===== src/rtl/proc_seq_pkg.sv =====
// ============================================================================
//  Module      : proc_seq_pkg
//  Description : Shared widths, sequencer state encoding and processor opcodes
//  Revision    : 1.0  initial release
// ============================================================================
`default_nettype none

package proc_seq_pkg;

    localparam int IW_DEFAULT = 12;
    localparam int DW_DEFAULT = 16;

    typedef enum logic [1:0] {
        ST_IDLE  = 2'd0,
        ST_RUN   = 2'd1,
        ST_PAUSE = 2'd2
    } seq_state_t;

    // instruction[11:8] = opcode, [7:4] = Rx, [3:0] = Ry
    localparam logic [3:0] OP_LOAD = 4'b0001;
    localparam logic [3:0] OP_MOVE = 4'b0010;
    localparam logic [3:0] OP_ADD  = 4'b0011;
    localparam logic [3:0] OP_SUB  = 4'b0100;

endpackage

`default_nettype wire


===== src/rtl/seq_prog_mem.sv =====
// ============================================================================
//  Module      : seq_prog_mem
//  Description : Program store, synchronous write / asynchronous read
//  Revision    : 1.0  initial release
// ============================================================================
`default_nettype none

module seq_prog_mem #(
    parameter int DEPTH = 16,
    parameter int AW    = 4,
    parameter int WIDTH = 28
) (
    input  logic             i_clk,
    input  logic             i_we,
    input  logic [AW-1:0]    i_waddr,
    input  logic [WIDTH-1:0] i_wdata,
    input  logic [AW-1:0]    i_raddr,
    output logic [WIDTH-1:0] o_rdata
);

    logic [WIDTH-1:0] r_mem [DEPTH];

    always_ff @(posedge i_clk) begin
        if (i_we) begin
            r_mem[i_waddr] <= i_wdata;
        end
    end

    assign o_rdata = r_mem[i_raddr];

endmodule

`default_nettype wire


===== src/rtl/proc_instr_sequencer.sv =====
// ============================================================================
//  Module      : proc_instr_sequencer
//  Description : Plays a loaded {instruction, data} program into the processor
//  Revision    : 1.0  initial release
// ============================================================================
`default_nettype none

module proc_instr_sequencer
    import proc_seq_pkg::*;
#(
    parameter int IW          = IW_DEFAULT,
    parameter int DW          = DW_DEFAULT,
    parameter int DEPTH       = 16,
    parameter int AW          = 4,
    parameter int HOLD_CYCLES = 1
) (
    input  logic          clk,
    input  logic          rst,
    input  logic          load_en,
    input  logic [AW-1:0] load_addr,
    input  logic [IW-1:0] load_instr,
    input  logic [DW-1:0] load_data,
    input  logic [AW:0]   prog_len,
    input  logic          start,
    input  logic          pause,
    input  logic          abort,
    output logic [IW-1:0] instruction_F,
    output logic [DW-1:0] data,
    output logic          w,
    output logic [AW-1:0] pc,
    output logic          busy,
    output logic          done
);

    localparam int                c_hold_w    = (HOLD_CYCLES > 1) ? $clog2(HOLD_CYCLES) : 1;
    localparam logic [c_hold_w-1:0] c_hold_last = c_hold_w'(HOLD_CYCLES - 1);
    localparam logic [AW:0]       c_depth     = (AW + 1)'(DEPTH);

    seq_state_t          r_state;
    logic [AW:0]         r_len;
    logic [c_hold_w-1:0] r_hold;

    logic                w_idle;
    logic [AW-1:0]       w_rd_addr;
    logic [IW+DW-1:0]    w_rd_entry;
    logic [AW:0]         w_len_clamped;
    logic                w_last_entry;
    logic                w_end;

    assign w_idle        = (r_state == ST_IDLE);
    assign w_len_clamped = (prog_len > c_depth) ? c_depth : prog_len;
    assign w_last_entry  = ({1'b0, pc} == (r_len - {{AW{1'b0}}, 1'b1}));
    assign w_end         = (r_state == ST_RUN) && !abort && !pause &&
                           (r_hold == c_hold_last) && w_last_entry;
    // In IDLE the only read needed is entry 0; in RUN it is the upcoming entry
    assign w_rd_addr     = (r_state == ST_RUN) ? (pc + AW'(1)) : '0;

    seq_prog_mem #(
        .DEPTH (DEPTH),
        .AW    (AW),
        .WIDTH (IW + DW)
    ) u_mem (
        .i_clk   (clk),
        .i_we    (load_en && w_idle),
        .i_waddr (load_addr),
        .i_wdata ({load_instr, load_data}),
        .i_raddr (w_rd_addr),
        .o_rdata (w_rd_entry)
    );

    always_ff @(posedge clk) begin
        if (rst) begin
            r_state       <= ST_IDLE;
            r_len         <= '0;
            r_hold        <= '0;
            instruction_F <= '0;
            data          <= '0;
            w             <= 1'b0;
            pc            <= '0;
            busy          <= 1'b0;
            done          <= 1'b0;
        end else begin
            done <= 1'b0;
            if (!w_idle && (abort || w_end)) begin
                r_state       <= ST_IDLE;
                r_hold        <= '0;
                instruction_F <= '0;
                data          <= '0;
                w             <= 1'b0;
                pc            <= '0;
                busy          <= 1'b0;
                done          <= w_end;
            end else begin
                case (r_state)
                    ST_IDLE: begin
                        if (start && !abort) begin
                            r_len <= w_len_clamped;
                            if (w_len_clamped == '0) begin
                                done <= 1'b1;
                            end else begin
                                r_state       <= ST_RUN;
                                r_hold        <= '0;
                                pc            <= '0;
                                instruction_F <= w_rd_entry[IW+DW-1:DW];
                                data          <= w_rd_entry[DW-1:0];
                                w             <= 1'b1;
                                busy          <= 1'b1;
                            end
                        end
                    end
                    ST_RUN: begin
                        // The cycle in which pause is sampled is not credited to the entry
                        if (pause) begin
                            r_state <= ST_PAUSE;
                            w       <= 1'b0;
                        end else if (r_hold == c_hold_last) begin
                            r_hold        <= '0;
                            pc            <= pc + AW'(1);
                            instruction_F <= w_rd_entry[IW+DW-1:DW];
                            data          <= w_rd_entry[DW-1:0];
                        end else begin
                            r_hold <= r_hold + c_hold_w'(1);
                        end
                    end
                    ST_PAUSE: begin
                        if (!pause) begin
                            r_state <= ST_RUN;
                            w       <= 1'b1;
                        end
                    end
                    default: begin
                        r_state <= ST_IDLE;
                    end
                endcase
            end
        end
    end

endmodule

`default_nettype wire


===== config.mk =====
export PLATFORM = sky130hd
export DESIGN_NAME = proc_instr_sequencer
export DESIGN_NICKNAME = d
export VERILOG_FILES = /design/src/rtl/proc_seq_pkg.sv /design/src/rtl/seq_prog_mem.sv /design/src/rtl/proc_instr_sequencer.sv
export SDC_FILE = /design/constraint.sdc
export NUM_CORES = 1
export LEC_CHECK = 0
export ABC_AREA = 1
export BUFFER_PORTS_ARGS = -buffer_cell sky130_fd_sc_hd__buf_2
export CAP_MARGIN = 5
export CORE_AREA = 4 4 209 211
export CTS_CLUSTER_DIAMETER = 200
export CTS_CLUSTER_SIZE = 40
export DETAILED_ROUTE_END_ITERATION = 8
export DIE_AREA = 0 0 213 215
export PLACE_DENSITY = 0.66
export SLEW_MARGIN = 10
export SYNTH_ARGS = -nofsm -noshare
export SYNTH_HDL_FRONTEND = slang
export SYNTH_SLANG_ARGS = --single-unit

===== constraint.sdc =====
create_clock -name clk -period 2.75 [get_ports clk]
set_input_delay 0.4125 -clock clk [delete_from_list [all_inputs] [get_ports clk]]
set_output_delay 0.4125 -clock clk [all_outputs]
set_load 0.05 [all_outputs]

After elaboration in Yosys (flattened, before gate mapping)
Memory sizes are Yosys's and may differ from the RTL's.
Cells that the tools add are included.
{ "totals": {"latch_bits": 0, "output_inout_bits": 35, "reg_bits": 43, "mem_count": 1, "ramBits": 448, "elab_cells": 86, "input_bits": 43, "rom_bits": 0} }
{ "mem_list": {"columns": ["name", "depth", "width", "rd", "rd_ports_with_merged_regs", "wr", "line", "source"], "rows": [
  ["u_mem.r_mem", 16, 28, 1, 0, 1, "seq_prog_mem.sv:21", "logic [WIDTH-1:0] r_mem [DEPTH];"]
]} }
{ "op_classes": {"n_mul": 0, "n_shift": 0, "n_reduce_logical": 22, "muxes": 38, "n_lt_le_gt_ge": 1, "div_mod_pow": 0, "eq_ne": 9, "n_addsub": 3, "n_bitwise": 3} }
{ "ops": {"columns": ["cell", "count"], "rows": [
  ["16-bit 2-to-1 mux", 4],
  ["12-bit 2-to-1 mux", 4],
  ["16-bit one-hot mux with 2 select lines", 1],
  ["12-bit one-hot mux with 2 select lines", 1],
  ["4-bit 2-to-1 mux", 5],
  ["1-bit 2-to-1 mux", 14],
  ["2-bit != test, second input constant", 5],
  ["5-bit AND reduction", 2],
  ["2-bit 2-to-1 mux", 4],
  ["4-bit one-hot mux with 2 select lines", 1],
  ["4-bit AND reduction", 2],
  ["1-bit logical AND", 7],
  ["2-bit one-hot mux with 3 select lines", 1],
  ["3-bit AND reduction", 2],
  ["4-bit by 5-bit equality test with 1-bit output", 1],
  ["5-bit > comparator, second input constant", 1],
  ["5-bit logical NOT", 1],
  ["5-bit 2-to-1 mux", 1],
  ["5-bit by 1-bit subtractor with 5-bit output, second input constant", 1],
  ["4-bit by 1-bit adder with 4-bit output, second input constant", 1],
  ["1-bit logical NOT", 3],
  ["1-bit inverter", 3],
  ["1-bit one-hot mux with 3 select lines", 1],
  ["3-bit nonzero test", 1],
  ["9 further kinds", 9]
]} }

Logic depth before layout (Yosys ltp)
{ "logic_depth": {"ltp_word": 9, "ltp_mapped": 13, "mapped_depth_nobuf": 12} }

Cells and area by module
A second synthesis with hierarchy kept.
{ "unflattened": {"cells_unflattened": 2149, "hier_area_um2": 21276.7} }
{ "modules_own_cells": {"columns": ["module", "instances", "area_each_um2", "cells_per_inst"], "rows": [
  ["seq_prog_mem", 1, 19220.9, 1832],
  ["proc_instr_sequencer", 1, 2055.7, 317]
]} }

Worst setup path before layout
OpenSTA, ideal clock, no wires.
{ "synth_path": {"path_kind": "register to register", "start": "register r_state[0]", "end": "memory u_mem.r_mem[11][0] (enable)", "path_stages_with_launch": 7, "path_slack_ns": 0.233, "arrival_time_ns": 2.104, "required_ns": 2.337, "setup_time_ns": 0.413, "period_less_slack_ns": 2.517, "n_path_buf": 1, "cell_sequence": "dfxtp_1 -> buf_4 -> nor2_1 -> inv_1 -> nor2_1 -> nand3_1 -> nor2_1"} }
{ "synth_via": {"elab_chain_len": 4} }
{ "synth_lines": {"columns": ["item", "line", "source"], "rows": [
  ["start: declaration", "proc_instr_sequencer.sv:39", "seq_state_t r_state;"],
  ["start signal: assignment", "proc_instr_sequencer.sv:73", "r_state <= ST_IDLE;"],
  ["start signal: assignment", "proc_instr_sequencer.sv:85", "r_state <= ST_IDLE;"],
  ["start signal: assignment", "proc_instr_sequencer.sv:101", "r_state <= ST_RUN;"],
  ["2-bit logical NOT", "proc_instr_sequencer.sv:50", "assign w_idle = (r_state == ST_IDLE);"],
  ["1-bit logical AND", "proc_instr_sequencer.sv:64", ".i_we (load_en && w_idle),"],
  ["1-bit 2-to-1 mux", "seq_prog_mem.sv:24", "if (i_we) begin"],
  ["1-bit 2-to-1 mux (implied by the code)", "seq_prog_mem.sv:25", "r_mem[i_waddr] <= i_wdata;"],
  ["end: declaration", "seq_prog_mem.sv:21", null]
]} }
No other way between the ends.

Worst setup path in the final report
{ "layout_path": {"start": "register pc[0]", "end": "output port pc[0]"} }
{ "layout_rtl": {"columns": ["item", "line", "source"], "rows": [
  ["start: declaration", "proc_instr_sequencer.sv:30", "output logic [AW-1:0] pc,"],
  ["start signal: assignment", "proc_instr_sequencer.sv:118", "pc <= pc + AW'(1);"]
]} }
No word-level cell between the ends.

==> reports/qor.csv <==
metric;value;unit
synth.area.top_cells;edfxtp_1 (65%), nand3_1 (8.3%), nor2_1 (5.7%);
rsz0062_at_grt;false;
track_usage;21.2;%
power_density;563;nW/um2
drtIter0Drc;1405;
cts_tree;yes;
status;completed;
finalSetupTns;0;ps
hpwl;27000;um
wire_per_inst;19.1;um
cts_resized;0;
crit_fanout;60;
async_reset_ff_share;0;%
critPathRequiredTime;2340;ps
synth_cell_types;25;
fillers;3551;
htreeDepth;1;
netlist_area;20700;um2
postCtsSetupBuffers;0;
die_x;213;um
yosysTopAreaCell;edfxtp_1;
gp_routability_congestion;0.789;
grt_max_degree;86;
finalHoldViolations;0;
port_buffers;77;
synth_edf_count;448;
initial_core_util;49.5;%
synth_most_common_cell;edfxtp_1;
end_kind;primary output;
r2r_setup_slack;560;ps
io_pins;78;
synth_seq_cells;490;
cts_hold_buf;0;
setup-violations-final;0;
hold_path.class;in2reg;
drive_gt1_share;8.38;%
cts_max_path_buffers;3;
crit_arrival;2080;ps
drtAntennaViolNets;0;
max_freq;0.402;GHz
syn_nets;2027;
p_leak;9.18;nW
vias_per_cell;5.30;
synth.avg_cell_area;10.4;um2
ir_drop;0.434;mV
worst_pin_slew;824;ps
ys.warnings.count;0;
final_nets;2063;
gr-total-overflow;0;
pre_cts_ws;607;ps
maxCapViolations;0;
dr.pass1.iters;5;
skew;50.3;ps
vias;13597;
drc_errors;0;
grt_first_pass_wirelength;75900;um
clock_latency;550;ps
row_count;75;
antenna_found_initial;0;
die_area;45800;um2
placed_area;22000;um2
period_share;90.5;%
stdcell_area;22500;um2
utilization;53.9;%
synth_common_cells;edfxtp_1 (448), nand3_1 (343), nor2_1 (313), nand2_1 (309), inv_1 (297);
synthToLayoutAreaGrowth;8.86;%
cts_made_buffers;16;
hold_slack;110;ps
yosys_most_used_dff;edfxtp_1;
setup.worst_path.class;reg2out;
wirelength;48900;um
core-area;41800;um2
start_kind;flip-flop;
slew_viol_final;0;
synth_top_area_share;65.1;%
cts_root_buf;clkbuf_16;
grt_pass1_vias;12952;
timing.final.ws_setup;261;ps
timing.slew.headroom;45.0;%
syn_inst;1982;
cts.clk_slew.worst_paths;150;ps
finalCriticalPeriod;2490;ps
cts.sinks;490;
antennaDiodeCount;0;
die_y;215;um
ys_seq_area_share;69.2;%
[metal layers]
| metal | routed length (um) | GRT usage (%) | up-vias |
|---|---|---|---|
| met2 | 24200 | 36.1 | 383 |
| li1 | - | - | 6572 |
| met3 | 2570 | 1.88 | 53 |
| met1 | 21300 | 30.1 | 6589 |
| met4 | 911 | 4.32 | 0 |
| met5 | 0 | 0 | - |
[power breakdown]
group	switching (W)	total, W	internal (W)
Clock	0.00211	0.00331	0.00120
Sequential	0.0000541	0.00830	0.00825
Combinational	0.000773	0.00104	0.000272
Total	0.00293	0.0127	0.00973
[cell type report]
cell class	count	area, um2	area share (%)
Clock buffer	27	463	2.06
Clock inverter	1	30.0	0.133
Inverter	301	1130	5.02
Multi-Input combinational cell	1088	4890	21.7
Sequential cell	490	14300	63.5
Tap cell	539	674	3.00
Timing Repair Buffer	121	1020	4.52
[cell usage in the layout (no fill, tap or decap)]
cell type,count
edfxtp_1,448
nand3_1,343
nand2_1,308
inv_1,297
nor2_1,296
buf_2,77
o21ai_0,51
dfxtp_1,41
o21ai_1,37
buf_12,24
nor2_4,20
buf_4,20
clkbuf_16,17
a21oi_1,13
clkbuf_1,10
a211oi_1,5
inv_2,4
nor3_1,3
nand3_4,2
nand2_2,2
xnor2_1,2
ha_1,2
nor3b_1,1
nand4_1,1
nor2_2,1
nand2_4,1
clkinv_16,1
dfxtp_4,1
[logic make-up (layout without fill, tap and decap cells)]
kind of cell | after synthesis | count (layout) | share of synthesized area, %
xor+xnor | 2 | 2 | 0.0848
fa+ha+maj | 2 | 2 | 0.121
simple gates | 978 | 978 | 20.1
compound gates | 106 | 106 | 2.63
flops | 490 | 490 | 69.2
buf+inv | 404 | 450 | 7.92
[worst max-delay path, cell delays in order (launching register included)]
cell	delay, ps
dfxtp_4	460
buf_4	650
buf_2	410
[state kept, by name (all words and copies together), names as in the netlist]
signal / count
r_state: 2
done: 1
pc: 4
r_len: 5
u_mem.r_mem: 448
data: 16
busy: 1
instruction_F: 12
w: 1
[stage by stage]
stage,instances,total power [W]
after floorplan,1982,0.00912
after global placement,2539,0.00950
after detailed placement,2539,0.00953
after CTS,2567,0.0128
after global routing,2567,0.0131
final,2567,0.0127
[worst paths after layout]
path,end,cells past startpoint,from
hold reg to reg,busy,2,busy
setup reg to reg,instruction_F[11],10,pc[0]
hold / removal,r_len[3],2,rst
setup / recovery,pc[0],2,pc[0]
No activity file was read; power rests on OpenSTA's default activity.
